[config.mk]
export PLATFORM = sky130hd
export DESIGN_NAME = poker_payout_flat
export DESIGN_NICKNAME = d
export VERILOG_FILES = /design/src/rtl/poker_payout_pkg.sv /design/src/rtl/poker_payout_if.sv /design/src/rtl/poker_payout_mult.sv /design/src/rtl/poker_payout.sv /design/src/flat_wrapper.sv
export SDC_FILE = /design/constraint.sdc
export NUM_CORES = 1
export LEC_CHECK = 0
export ABC_AREA = 1
export CORE_ASPECT_RATIO = 0.6
export CORE_MARGIN = 2
export CORE_UTILIZATION = 45
export CTS_BUF_LIST = sky130_fd_sc_hd__clkbuf_4
export CTS_CLUSTER_SIZE = 40
export DETAILED_ROUTE_END_ITERATION = 16
export GPL_TIMING_DRIVEN = 0
export HOLD_SLACK_MARGIN = 0.12
export PLACE_DENSITY = 0.68
export SLEW_MARGIN = 30
export SYNTH_ARGS = -nofsm -noshare
export SYNTH_HDL_FRONTEND = slang
export SYNTH_HIERARCHICAL = 1
export SYNTH_SLANG_ARGS = --single-unit
[constraint.sdc]
create_clock -name clock -period 3.35 [get_ports clock]
set_input_delay 0.5025 -clock clock [delete_from_list [all_inputs] [get_ports clock]]
set_output_delay 0.5025 -clock clock [all_outputs]
set_load 0.01 [all_outputs]
[src/rtl/poker_payout_pkg.sv]
// Shared definitions for the payout stage: hand codes from the judge, FSM states,
// double-up result encodings and card-rank helpers.
package poker_payout_pkg;

  localparam logic [3:0] HAND_NONE       = 4'b0000;
  localparam logic [3:0] HAND_PAIR       = 4'b0001;
  localparam logic [3:0] HAND_TWO_PAIR   = 4'b0010;
  localparam logic [3:0] HAND_TRIPS      = 4'b0011;
  localparam logic [3:0] HAND_STRAIGHT   = 4'b0100;
  localparam logic [3:0] HAND_FLUSH      = 4'b0101;
  localparam logic [3:0] HAND_FULL_HOUSE = 4'b0110;
  localparam logic [3:0] HAND_QUADS      = 4'b0111;
  localparam logic [3:0] HAND_SF         = 4'b1000;
  localparam logic [3:0] HAND_RSF        = 4'b1010;
  localparam logic [3:0] HAND_IDLE       = 4'b1111;

  localparam int          MAX_ROUNDS_DEF = 10;
  localparam logic [15:0] WIN_MAX_DEF    = 16'd50000;

  typedef enum logic [2:0] {IDLE, OFFER, REF, GUESS, DRAW, COLLECT} state_t;

  localparam logic [1:0] DRES_NONE = 2'b00;
  localparam logic [1:0] DRES_WIN  = 2'b01;
  localparam logic [1:0] DRES_LOSE = 2'b10;
  localparam logic [1:0] DRES_PUSH = 2'b11;

  // Ace ranks above king in the high/low game.
  function automatic logic [3:0] rank_value(input logic [3:0] r);
    return (r == 4'd1) ? 4'd14 : r;
  endfunction

  function automatic logic rank_ok(input logic [3:0] r);
    return (r != 4'd0) && (r <= 4'd13);
  endfunction

endpackage

[src/rtl/poker_payout_if.sv]
// Player/judge/dealer-facing signal bundle of the payout stage, plus the FSM debug view.
interface poker_payout_if;
  import poker_payout_pkg::*;

  logic [3:0]  hand_r;
  logic        dchance1;
  logic [3:0]  bet;
  logic        take;
  logic        dbl;
  logic        guess_hi;
  logic        guess_lo;
  // dcard_num is consumed on a cycle where dcard_valid is high while need_card
  // (the ready side) is high; valid cards offered at other times are dropped.
  logic [3:0]  dcard_num;
  logic        dcard_valid;

  logic [15:0] win_amt;
  logic [15:0] credit;
  logic        offer;
  logic        need_card;
  logic        need_guess;
  logic [1:0]  dresult;
  logic        done;
  logic        busy;
  state_t      dbg_state;

  modport master (
    output hand_r, dchance1, bet, take, dbl, guess_hi, guess_lo, dcard_num, dcard_valid,
    input  win_amt, credit, offer, need_card, need_guess, dresult, done, busy, dbg_state
  );

  modport slave (
    input  hand_r, dchance1, bet, take, dbl, guess_hi, guess_lo, dcard_num, dcard_valid,
    output win_amt, credit, offer, need_card, need_guess, dresult, done, busy, dbg_state
  );
endinterface

[src/rtl/poker_payout_mult.sv]
// Combinational hand-code to payout-multiplier lookup.
module payout_mult
  import poker_payout_pkg::*;
(
  input  logic [3:0] i_hand,
  output logic [7:0] o_mult
);

  always_comb begin
    o_mult = 8'd0;
    case (i_hand)
      HAND_PAIR:       o_mult = 8'd1;
      HAND_TWO_PAIR:   o_mult = 8'd2;
      HAND_TRIPS:      o_mult = 8'd3;
      HAND_STRAIGHT:   o_mult = 8'd4;
      HAND_FLUSH:      o_mult = 8'd5;
      HAND_FULL_HOUSE: o_mult = 8'd10;
      HAND_QUADS:      o_mult = 8'd20;
      HAND_SF:         o_mult = 8'd25;
      HAND_RSF:        o_mult = 8'd250;
      default:         o_mult = 8'd0;
    endcase
  end

endmodule

[src/rtl/poker_payout.sv]
// Payout stage: turns a judged hand into winnings, runs the high/low double-up
// game, and settles the result into the saturating credit register.
module poker_payout
  import poker_payout_pkg::*;
#(
  parameter int          MAX_ROUNDS = MAX_ROUNDS_DEF,
  parameter logic [15:0] WIN_MAX    = WIN_MAX_DEF
) (
  input  logic           clock,
  input  logic           reset_c,
  poker_payout_if.slave  bus
);

  localparam logic [3:0] LP_MAX_ROUNDS = MAX_ROUNDS[3:0];

  state_t      r_state;
  logic [15:0] r_win;
  logic [15:0] r_credit;
  logic [1:0]  r_dres;
  logic        r_done;
  logic        r_armed;
  logic        r_guess_hi;
  logic        r_have_ref;
  logic [3:0]  r_ref;
  logic [3:0]  r_round;

  logic [7:0]  w_mult;
  logic [11:0] w_prod;
  logic [16:0] w_dbl;
  logic [15:0] w_win_dbl;
  logic [16:0] w_sum;
  logic        w_card_ok;
  logic [3:0]  w_draw_v;
  logic [3:0]  w_ref_v;
  logic        w_push;
  logic        w_hit;
  logic [3:0]  w_round_inc;

  payout_mult u_mult (
    .i_hand (bus.hand_r),
    .o_mult (w_mult)
  );

  assign w_prod      = {8'd0, bus.bet} * {4'd0, w_mult};
  assign w_dbl       = {r_win, 1'b0};
  assign w_win_dbl   = (w_dbl >= {1'b0, WIN_MAX}) ? WIN_MAX : w_dbl[15:0];
  assign w_sum       = {1'b0, r_credit} + {1'b0, r_win};
  assign w_card_ok   = bus.dcard_valid && rank_ok(bus.dcard_num);
  assign w_draw_v    = rank_value(bus.dcard_num);
  assign w_ref_v     = rank_value(r_ref);
  assign w_push      = (w_draw_v == w_ref_v);
  assign w_hit       = r_guess_hi ? (w_draw_v > w_ref_v) : (w_draw_v < w_ref_v);
  assign w_round_inc = r_round + 4'd1;

  always_ff @(posedge clock or negedge reset_c) begin
    if (!reset_c) begin
      r_state    <= IDLE;
      r_win      <= 16'd0;
      r_credit   <= 16'd0;
      r_dres     <= DRES_NONE;
      r_done     <= 1'b0;
      r_armed    <= 1'b1;
      r_guess_hi <= 1'b0;
      r_have_ref <= 1'b0;
      r_ref      <= 4'd0;
      r_round    <= 4'd0;
    end else begin
      r_done <= 1'b0;
      // A held result is counted once: re-arm only when the judge shows no result.
      if (bus.hand_r == HAND_IDLE) r_armed <= 1'b1;
      case (r_state)
        IDLE: begin
          if (r_armed && (bus.hand_r != HAND_IDLE)) begin
            r_armed    <= 1'b0;
            r_win      <= {4'd0, w_prod};
            r_dres     <= DRES_NONE;
            r_have_ref <= 1'b0;
            r_state    <= ((w_prod != 12'd0) && bus.dchance1) ? OFFER : COLLECT;
          end
        end
        OFFER: begin
          // After a round the drawn card is already the reference, so skip REF.
          if (bus.take)     r_state <= COLLECT;
          else if (bus.dbl) r_state <= r_have_ref ? GUESS : REF;
        end
        REF: begin
          if (w_card_ok) begin
            r_ref      <= bus.dcard_num;
            r_have_ref <= 1'b1;
            r_state    <= GUESS;
          end
        end
        GUESS: begin
          if (bus.guess_hi ^ bus.guess_lo) begin
            r_guess_hi <= bus.guess_hi;
            r_state    <= DRAW;
          end
        end
        DRAW: begin
          if (w_card_ok) begin
            if (w_push) begin
              r_dres  <= DRES_PUSH;
              r_ref   <= bus.dcard_num;
              r_state <= OFFER;
            end else if (w_hit) begin
              r_dres  <= DRES_WIN;
              r_win   <= w_win_dbl;
              r_round <= w_round_inc;
              r_ref   <= bus.dcard_num;
              r_state <= ((w_round_inc == LP_MAX_ROUNDS) || (w_win_dbl == WIN_MAX)) ? COLLECT : OFFER;
            end else begin
              r_dres  <= DRES_LOSE;
              r_win   <= 16'd0;
              r_state <= COLLECT;
            end
          end
        end
        COLLECT: begin
          r_credit <= w_sum[16] ? 16'hFFFF : w_sum[15:0];
          r_round  <= 4'd0;
          r_done   <= 1'b1;
          r_state  <= IDLE;
        end
        default: r_state <= IDLE;
      endcase
    end
  end

  assign bus.win_amt    = r_win;
  assign bus.credit     = r_credit;
  assign bus.dresult    = r_dres;
  assign bus.done       = r_done;
  assign bus.offer      = (r_state == OFFER);
  assign bus.need_card  = (r_state == REF) || (r_state == DRAW);
  assign bus.need_guess = (r_state == GUESS);
  assign bus.busy       = (r_state != IDLE);
  assign bus.dbg_state  = r_state;

endmodule

[src/flat_wrapper.sv]
// flat-port wrapper written by rule: the top's interface ports become plain ports
module poker_payout_flat import poker_payout_pkg::*;
#(
  parameter int          MAX_ROUNDS = MAX_ROUNDS_DEF,
  parameter logic [15:0] WIN_MAX    = WIN_MAX_DEF
)
  (clock, reset_c, bus_hand_r, bus_dchance1, bus_bet, bus_take, bus_dbl, bus_guess_hi, bus_guess_lo, bus_dcard_num, bus_dcard_valid, bus_win_amt, bus_credit, bus_offer, bus_need_card, bus_need_guess, bus_dresult, bus_done, bus_busy, bus_dbg_state);
  poker_payout_if bus_i ();
  input  logic clock;
  input  logic reset_c;
  input wire logic [$bits(bus_i.hand_r)-1:0] bus_hand_r;
  input wire logic [$bits(bus_i.dchance1)-1:0] bus_dchance1;
  input wire logic [$bits(bus_i.bet)-1:0] bus_bet;
  input wire logic [$bits(bus_i.take)-1:0] bus_take;
  input wire logic [$bits(bus_i.dbl)-1:0] bus_dbl;
  input wire logic [$bits(bus_i.guess_hi)-1:0] bus_guess_hi;
  input wire logic [$bits(bus_i.guess_lo)-1:0] bus_guess_lo;
  input wire logic [$bits(bus_i.dcard_num)-1:0] bus_dcard_num;
  input wire logic [$bits(bus_i.dcard_valid)-1:0] bus_dcard_valid;
  output wire logic [$bits(bus_i.win_amt)-1:0] bus_win_amt;
  output wire logic [$bits(bus_i.credit)-1:0] bus_credit;
  output wire logic [$bits(bus_i.offer)-1:0] bus_offer;
  output wire logic [$bits(bus_i.need_card)-1:0] bus_need_card;
  output wire logic [$bits(bus_i.need_guess)-1:0] bus_need_guess;
  output wire logic [$bits(bus_i.dresult)-1:0] bus_dresult;
  output wire logic [$bits(bus_i.done)-1:0] bus_done;
  output wire logic [$bits(bus_i.busy)-1:0] bus_busy;
  output wire logic [$bits(bus_i.dbg_state)-1:0] bus_dbg_state;
  assign bus_i.hand_r = bus_hand_r;
  assign bus_i.dchance1 = bus_dchance1;
  assign bus_i.bet = bus_bet;
  assign bus_i.take = bus_take;
  assign bus_i.dbl = bus_dbl;
  assign bus_i.guess_hi = bus_guess_hi;
  assign bus_i.guess_lo = bus_guess_lo;
  assign bus_i.dcard_num = bus_dcard_num;
  assign bus_i.dcard_valid = bus_dcard_valid;
  assign bus_win_amt = bus_i.win_amt;
  assign bus_credit = bus_i.credit;
  assign bus_offer = bus_i.offer;
  assign bus_need_card = bus_i.need_card;
  assign bus_need_guess = bus_i.need_guess;
  assign bus_dresult = bus_i.dresult;
  assign bus_done = bus_i.done;
  assign bus_busy = bus_i.busy;
  assign bus_dbg_state = bus_i.dbg_state;
  poker_payout #(.MAX_ROUNDS(MAX_ROUNDS), .WIN_MAX(WIN_MAX)) u_core (.clock(clock), .reset_c(reset_c), .bus(bus_i));
endmodule
==> impl_metrics.tcl <==
set metrics [dict create \
    status "complete, no violations" \
    use_met1_pct 35.0 \
    final_common_cell "nand2_1" \
    cp.required_ps 3690 \
    dp.cells 841 \
    regToRegEndpoint "u_core/bus.win_amt[4]" \
    start_kind "input port" \
    synth-edff-count 0 \
    met3_usage_pct 4.63 \
    critical-path-max-stage-delay_ps 530 \
    nets 797 \
    cts.sinks 49 \
    fmax_mhz 308 \
    crit_family "simple AND/OR/NAND/NOR gates" \
    p_per_area_nw_per_um2 803 \
    pwr-share-seq_pct 25.0 \
    die_w_um 134 \
    drt_iter0_drc 371 \
    antenna_found_initial 0 \
    clockRootBuffer "clkbuf_4" \
    end_kind "flop" \
    worstSetupPathType "in -> reg" \
    drt-total-wl_um 12200 \
    crit_path_max_fanout 5 \
    drt_first_pass_iters 5 \
    clkTransAtPathRegs_ps 150 \
    ys.flop_type "dfrtp_1" \
    globalplace.congestion 0.920 \
    coreArea_um2 9840 \
    start_util_pct 46.2 \
    fin_crit_ps 3240 \
    io_pins 62 \
    yosys.area.top_type_share_pct 26.4 \
    syn-mean-instance-area_um2 7.02 \
    fin_tns_setup_ps 0 \
    synth.area.top_cells "dfrtp_1, nand2_1, ha_1, inv_1, fa_1" \
    die_area_um2 11000 \
    netlist-cell-type-count 42 \
    top_usage_layer "met1" \
    first_global_vias 4053 \
    power.switching_uw 2250 \
    hold_depth 3 \
    peakVddDrop_uv 422 \
    worst_r2r_path_depth 13 \
    rows 28 \
    maxSlewViolCount 0 \
    port_buffers 57 \
    grt_pass1_wl_um 19700 \
    finalWorstSetupSlack_ps 108 \
    cts_max_path_buffers 2 \
    fin_crit_sh_pct 96.8 \
    ant_nets 0 \
    hp-class "in -> reg" \
    synth_area_um2 4550 \
    total_power_uw 4540 \
    via_per_inst 5.28 \
    final_hold_viol_count 0 \
    grt_max_degree 50 \
    cts_tree "yes" \
    antenna_cells 0 \
    ys_seq_area_share_pct 27.0 \
    internal_power_uw 2290 \
    layout.cells.non_filler 862 \
    grt_use_met2_pct 32.5 \
    p_clk_share_pct 6.5 \
    worst_pin_slew_ps 637 \
    power_frac_comb_pct 68.5 \
    synthesis.nets 719 \
    drive_gt1_share_pct 13.6 \
    layout_common_cells "nand2_1, inv_1, clkdlybuf4s50_1" \
    max-slew-margin-rel_pct 57.2 \
    overflow 0 \
    final_core_util_pct 57.5 \
    dr_total_vias 4553 \
    setup_viol 0 \
    startpoint "bus_hand_r[2]" \
    numCtsBuffers 5 \
    drc 0 \
    dp.final_hpwl_um 9460 \
    crit_top_cell "nand2_1" \
    swShare_pct 49.5 \
    r2r_start "u_core/r_ref[1]" \
    htreeDepth 2 \
    worstPathArrival_ps 3580 \
    track_usage_pct 22.6 \
    yosys_warnings 6 \
    slowest_stage "fa_1" \
    p_leak_uw 0.00288 \
    skew_ps 25.8 \
    ys_async_sr_fraction_pct 100 \
    syn_inst 648 \
    dieHeight_um 81.9 \
    syn_to_final_growth_pct 24.4 \
    synth_area_leader_cell "dfrtp_1" \
    clk_latency_ps 390 \
    regToRegSetupSlack_ps 560 \
    drv_cap 0 \
    rsz0062_at_grt "true" \
    cp_num_cells 25 \
    num-fill-cells 915 \
    worst-path-buf-inv 4 \
    ys_seq_elements 49 \
    crit_path_end "u_core/bus.dbg_state[2]" \
    dpl_worst_slack_ps -988 \
    avgRoutedWirePerCell_um 14.2 \
]
-- metrics by stage --
stage | area, um2 | hold WS [ps]
after floorplan | 4550 | 207
after global placement | 5290 | 451
after detailed placement | 5320 | 455
after CTS | 5540 | 397
after global routing | 5660 | 389
final | 5660 | 389
-- worst reg2reg max path: cells and delay by family, from the launching register on --
family                     cells  cell delay, ps
and+or+nand+nor                6            1090
AOI/OAI and AO/OA              4             550
adders and majority gates      1             320
buffers and inverters          2             280
DFF                            1             430
-- layer usage --
layer | share of wire, % | vias up
met1 | 50 | 2115
met4 | 0.43 | 0
met5 | 0 | -
met2 | 42 | 175
li1 | - | 2256
met3 | 8.0 | 7
-- synthesized netlist by cell type, types with 8 or more instances --
cell       n
nand4_1   11
nor2_1    37
nand3_1   51
o21a_1    11
fa_1      13
inv_2      8
ha_1      38
dfrtp_1   48
nand2_1  166
o21ai_0   35
inv_1    111
a21oi_1   30
o21ai_1   12
xnor2_1   11
-- worst min path at each step --
stage,from,to,slack [ps]
2_1_floorplan,reset_c,u_core/bus.credit[0],210
3_3_place_gp,u_core/r_armed,u_core/r_armed,450
3_5_place_dp,u_core/r_armed,u_core/r_armed,450
4_1_cts,bus_hand_r[3],u_core/r_armed,400
5_1_grt,bus_hand_r[0],u_core/r_armed,390
6_report,bus_hand_r[0],u_core/r_armed,390
-- layout make-up --
type                       instances  area [um2]  area share (%)
inverter                         119         452            7.98
clock inverter                     3        20.0           0.354
tap                              135         169            2.99
clock buffer                       5        37.5           0.663
buffer                            15        96.3            1.70
multi-input combinational        465        2970            52.4
sequential                        49        1230            21.7
timing repair buffer              71         689            12.2
-- repair_timing --
action	4_1_cts	5_1_grt
setup buffers	9	3
endpoints found under the hold margin	48	0
pin swaps	10	17
hold buffers	1	0
gates resized for setup	30	40
setup endpoints to repair	8	6
-- logic make-up (layout without fill, tap and decap cells) --
logic type	count (synthesis)	count (layout)	share of synthesized area (%)
buf+inv	134	213	11.9
fa+ha+maj	51	51	16.2
flops	49	49	27.0
simple gates	291	291	27.8
compound gates	110	110	14.6
xor+xnor	13	13	2.50
-- power by group through the flow --
stage                     Sequential [uW]  Clock, uW  Combinational (uW)
after floorplan                      1150          0                2000
after detailed placement             1140          0                3020
after global placement               1140          0                2950
after CTS                            1130        310                3050
after global routing                 1170        333                3460
final                                1130        297                3110
-- registers in the layout, indices dropped and copies added, names as in the netlist --
register / cells
u_core/bus.done: 1
u_core/r_round: 4
u_core/bus.win_amt: 16
u_core/bus.credit: 16
u_core/r_armed: 1
u_core/r_have_ref: 1
u_core/r_guess_hi: 1
u_core/r_ref: 4
u_core/bus.dresult: 2
u_core/bus.dbg_state: 3
No activity file was read; power rests on OpenSTA's default activity.
